[src/rtl/coin_detector.sv]
// Coin-slot front end: synchronizes and debounces the sensor, then emits
// one accept (c) or reject strobe per coin and flags coins that stay too long.
module coin_detector #(
    parameter int DEBOUNCE   = 4,
    parameter int JAM_CYCLES = 1000
) (
    input  logic       clk,
    input  logic       rst,
    input  logic       coin_sense,
    input  logic [1:0] coin_type,
    input  logic       en,
    output logic       c,
    output logic [7:0] a,
    output logic       reject,
    output logic       jam
);

    localparam logic [7:0]  DEB_MAX = 8'(DEBOUNCE);
    localparam logic [15:0] JAM_MAX = 16'(JAM_CYCLES);

    typedef enum logic [1:0] {
        IDLE,
        DEB_ON,
        HOLD,
        DEB_OFF
    } state_e;

    logic       sense_s1_q, sense_s2_q;
    logic [1:0] type_s1_q, type_s2_q;

    state_e      state_q, state_d;
    logic [7:0]  deb_cnt_q, deb_cnt_d;
    logic [15:0] jam_cnt_q, jam_cnt_d;
    logic        c_q, c_d;
    logic        reject_q, reject_d;
    logic        jam_q, jam_d;
    logic [7:0]  a_q, a_d;

    logic       s;
    logic       coin_ok;
    logic [7:0] coin_val;

    assign s       = sense_s2_q;
    assign coin_ok = en && (type_s2_q != 2'd3);

    always_comb begin
        coin_val = 8'd0;
        unique case (type_s2_q)
            2'd0:    coin_val = 8'd5;
            2'd1:    coin_val = 8'd10;
            2'd2:    coin_val = 8'd25;
            default: coin_val = 8'd0;
        endcase
    end

    always_comb begin
        state_d   = state_q;
        deb_cnt_d = deb_cnt_q;
        jam_cnt_d = jam_cnt_q;
        c_d       = 1'b0;
        reject_d  = 1'b0;
        jam_d     = jam_q;
        a_d       = a_q;
        unique case (state_q)
            IDLE: begin
                if (s) begin
                    deb_cnt_d = 8'd1;
                    state_d   = DEB_ON;
                end
            end
            DEB_ON: begin
                if (!s) begin
                    state_d = IDLE;
                end else if (deb_cnt_q == DEB_MAX) begin
                    // en and the coin type are sampled only on this edge
                    state_d = HOLD;
                    if (coin_ok) begin
                        c_d = 1'b1;
                        a_d = coin_val;
                    end else begin
                        reject_d = 1'b1;
                    end
                end else begin
                    deb_cnt_d = deb_cnt_q + 8'd1;
                end
            end
            HOLD: begin
                if (jam_cnt_q != JAM_MAX) begin
                    jam_cnt_d = jam_cnt_q + 16'd1;
                end
                jam_d = (jam_cnt_d == JAM_MAX);
                if (!s) begin
                    deb_cnt_d = 8'd1;
                    state_d   = DEB_OFF;
                end
            end
            DEB_OFF: begin
                if (s) begin
                    state_d = HOLD;
                end else if (deb_cnt_q == DEB_MAX) begin
                    state_d   = IDLE;
                    jam_cnt_d = 16'd0;
                    jam_d     = 1'b0;
                end else begin
                    deb_cnt_d = deb_cnt_q + 8'd1;
                end
            end
            default: state_d = IDLE;
        endcase
    end

    always_ff @(posedge clk or negedge rst) begin
        if (!rst) begin
            sense_s1_q <= 1'b0;
            sense_s2_q <= 1'b0;
            type_s1_q  <= 2'd0;
            type_s2_q  <= 2'd0;
            state_q    <= IDLE;
            deb_cnt_q  <= 8'd0;
            jam_cnt_q  <= 16'd0;
            c_q        <= 1'b0;
            reject_q   <= 1'b0;
            jam_q      <= 1'b0;
            a_q        <= 8'd0;
        end else begin
            sense_s1_q <= coin_sense;
            sense_s2_q <= sense_s1_q;
            type_s1_q  <= coin_type;
            type_s2_q  <= type_s1_q;
            state_q    <= state_d;
            deb_cnt_q  <= deb_cnt_d;
            jam_cnt_q  <= jam_cnt_d;
            c_q        <= c_d;
            reject_q   <= reject_d;
            jam_q      <= jam_d;
            a_q        <= a_d;
        end
    end

    assign c      = c_q;
    assign reject = reject_q;
    assign jam    = jam_q;
    assign a      = a_q;

endmodule

[config.mk]
export PLATFORM = sky130hd
export DESIGN_NAME = coin_detector
export DESIGN_NICKNAME = d
export VERILOG_FILES = /design/src/rtl/coin_detector.sv
export SDC_FILE = /design/constraint.sdc
export NUM_CORES = 1
export LEC_CHECK = 0
export ABC_AREA = 1
export CORE_ASPECT_RATIO = 0.9
export CORE_MARGIN = 3
export CORE_UTILIZATION = 25
export CTS_CLUSTER_SIZE = 10
export DETAILED_ROUTE_END_ITERATION = 16
export PLACE_DENSITY = 0.49
export SYNTH_ARGS = -nofsm -noshare
export SYNTH_HDL_FRONTEND = slang
export SYNTH_SLANG_ARGS = --single-unit
[constraint.sdc]
create_clock -name clk -period 2.5 [get_ports clk]
set_clock_uncertainty 0.05 [all_clocks]
set_input_delay 0.5 -clock clk [delete_from_list [all_inputs] [get_ports clk]]
set_output_delay 0.5 -clock clk [all_outputs]
set_load 0.03 [all_outputs]
==> summary.md <==
The count of hold buffers inserted by post-cts repair is 0. The run gives 0 ps as the setup total negative slack. The cell at the root of the clock tree was clkbuf_8. The tools report the origin of the worst setup path as deb_cnt_q[0]$_DFFE_PN0P_.

The mean post-synth cell area is 7.847 um2. For the pin with the worst max-slew slack, the measured transition is 565.9 ps. The layout has 950 filler cells. Measured against its own limit, the worst slew margin works out to 62.18%.

Synthesis produced 287 cells. Clock-pin slew was measured on the worst setup and hold paths at 90 ps. The wire-length estimate of the detail-placed layout is 3583 um. The logs give 28 for the distinct cell type count after synthesis and 510 ps for the slack of the worst reg-to-reg path. Of all cell types, the one taking the most synthesized area is dfrtp_1.

Area overhead of the layout relative to synthesis: 16.89%. The critical path is of the reg2reg type. Most common cell in the netlist: nand2_1. The global-route usage over all layers is 10.24%, and the area of all placed cells without fillers is 2633 um2. Counting flops with a built-in enable in the synthesized netlist gives 0. The total area inside the core boundary comes to 8688 um2. The tool flagged a number of max-cap violations equal to 0. 0 antenna diodes ended up in the layout.

Count of input and output buffers: 13. After layout, the worst path uses 79.54% of the clock period. DRC violations left: 0. Measured along the y axis, the die boundary spans 96.04 um. The via count of the first global-routing pass came out at 1741. Wires add up to 4839 um. Summing over every cut layer, the via total after detailed routing is 1859. CTS buffer count: 5. The number of cells on the worst reg-to-reg path was 8. The routed via count divided by cell count is 4.364, and the share of async-settable or async-resettable flops after synthesis is 100.0%.

The clock period minus final worst setup slack works out to 1988 ps. Summing every instance area after synthesis gives 2252 um2. Initial antenna violation count: 0. The register bit total from synthesis is 40. The final routed wire length divided by cell count works out to 11.36 um.

The run finished with clean final reports. Global routing finished with a remaining overflow of 0. For the worst setup path, the data required time is 2630 ps.

The detailed router finished its first iteration with 113 violations. The commonest cells after synthesis are nand2_1 (77), dfrtp_1 (40), inv_1 (38), nor2_1 (26), nand3_1 (23). Setup repair after global routing left no endpoint under its margin. TritonCTS built the clock tree.

The run gives 8217 um as the first-pass GRT wire length. The tightest min-delay check is of the in2async type. For the number of rows in the core area, the log shows 32. STA puts the critical path data arrival time at 2120 ps.

The die footprint was 10180 um2; the total setup buffers inserted after CTS was 0. Yosys attributes the largest share of cell area to dfrtp_1 (44%), nand2_1 (13%), inv_1 (6.3%). The peak fanout along the critical path is 16, and the largest net degree at the start of global routing is 23. The clock net in this run drives a total of 40 sinks. The logs give 0 for the final-report hold violation count and 17 for the number of top-level design ports. The detail route stage leaves a number of antenna-violating nets equal to 0. Destination of the critical timing path: jam$_DFFE_PN0P_. Width of the chip: 106.0 um. The maximum VDD drop came out at 0.0002838 V. Total power divided by cell area: 722.2 nW/um2. Final net count: 321.

The effective utilization at floorplan was 25.92%. The standard cell area after detailed placement was 2517 um2. During synthesis, Yosys emitted a total of 0 warnings. The predominant post-synthesis flop cell is dfrtp_1. Before antenna repair, the detailed router went through 4 iterations. The number of H-tree levels is 2. Static timing analysis puts the maximum clock frequency at 502.9 MHz. In this run the static leakage power is 1.206 nW.

The final weighted congestion in routability-driven placement came out at 0.7726. Category of the worst setup path launch point: a register. The clock latency at the later pin of the worst-skew pair is 300 ps. The run gives 0 as the number of max-slew violations in the final report. The top cell type's share of synthesized area came out at 44.44%.

In this run the critical register-to-register path is launched from deb_cnt_q[0]$_DFFE_PN0P_. Endpoint of the worst-slack reg-to-reg timing path: jam$_DFFE_PN0P_. STA classifies the critical path endpoint as a register. The buffer levels on the longest clock path is 2. The tools report the sequential share of the synthesized area as 44.44%. Cells with a size suffix above 1 make up 6.840% of the layout.

Setup violations remaining at the end of the flow were counted as 0. After clock tree synthesis, the repair step resized 0 gates.
## cell families (layout without fill, tap and decap cells)
family / after synthesis / after routing / share of synthesized area (%)
compound gates: 33 / 33 / 8.056
flops: 40 / 40 / 44.44
buf+inv: 45 / 63 / 8.222
simple gates: 149 / 149 / 30.22
xor+xnor: 10 / 10 / 3.889
other cells: 1 / 3 / 0.1665
fa+ha+maj: 9 / 9 / 5.000
## critical path, cell delays in order, from the launching register on
cell and delay, ps:
dfrtp_1 410, inv_1 90, ha_1 150, inv_1 50, nor3_1 240, nand4_1 160
nand2_1 460, nor2_1 80, o21bai_1 170
## worst min-delay path by stage
stage	startpoint	end	slack [ps]	depth (start not counted)
after floorplan	rst	async pin	150	0
after global placement	type_s1_q[0]$_DFF_PN0_	type_s2_q[0]$_DFF_PN0_	280	0
after detailed placement	sense_s1_q$_DFF_PN0_	s$_DFF_PN0_	280	0
after CTS	rst	sense_s1_q$_DFF_PN0_	130	1
after global routing	rst	async pin	150	1
final	rst	jam_cnt_q[12]$_DFFE_PN0P_	120	1
## cell usage in the layout, fill, tap and decap left out, drive strengths merged
cell,netlist,final
nand2,77,77
dfrtp,40,40
inv,39,40
nor2,30,30
nand3,24,24
o21ai,21,21
clkdlybuf4s50,0,12
nand4,10,10
ha,9,9
xor2,7,7
clkbuf,1,5
nor3,4,4
a21oi,4,4
o31ai,4,4
buf,5,4
xnor2,3,3
o22ai,3,3
conb,1,3
nor4,2,2
or2,2,2
o21bai,1,1
bufinv,0,1
clkinvlp,0,1
## power breakdown
group	internal, mW	switching [mW]
sequential	0.732	0.0959
clock	0.301	0.254
combinational	0.168	0.350
## stage by stage
stage	setup slack (ps)	power [mW]	hold WS, ps	std cells	utilization, %
finish	511.6	1.901	119.3	426	30.30
global route	357.7	2.030	146.1	426	30.30
CTS	498.5	1.927	132.2	426	30.30
detailed placement	504.9	1.362	284.7	418	28.97
global placement	510.8	1.355	281.7	418	28.97
floorplan	954.7	1.197	154.4	289	-
## registers in the layout, indices dropped and copies added (netlist names), named ones only
signal / count
a: 5
c: 1
deb_cnt_q: 8
jam: 1
jam_cnt_q: 16
reject: 1
s: 1
sense_s1_q: 1
state_q: 1
type_s1_q: 2
type_s2_q: 2
## area by class of cell
| cell class | count | area, um2 | area share [%] |
|---|---|---|---|
| clock buffers | 5 | 68.82 | 2.614 |
| clock inverters | 3 | 46.29 | 1.759 |
| inverters | 39 | 146.4 | 5.561 |
| multi-input cells | 204 | 1074 | 40.78 |
| flip-flops and latches | 40 | 1001 | 38.02 |
| well taps | 119 | 148.9 | 5.656 |
| repair buffers | 16 | 147.6 | 5.608 |
## layer usage
layer	share of wire, %	track usage (%)
met1	54	13.72
met2	42	16.35
met3	3.0	2.146
met4	1.2	3.883
met5	0	0
(Power assumes the default switching activity.)
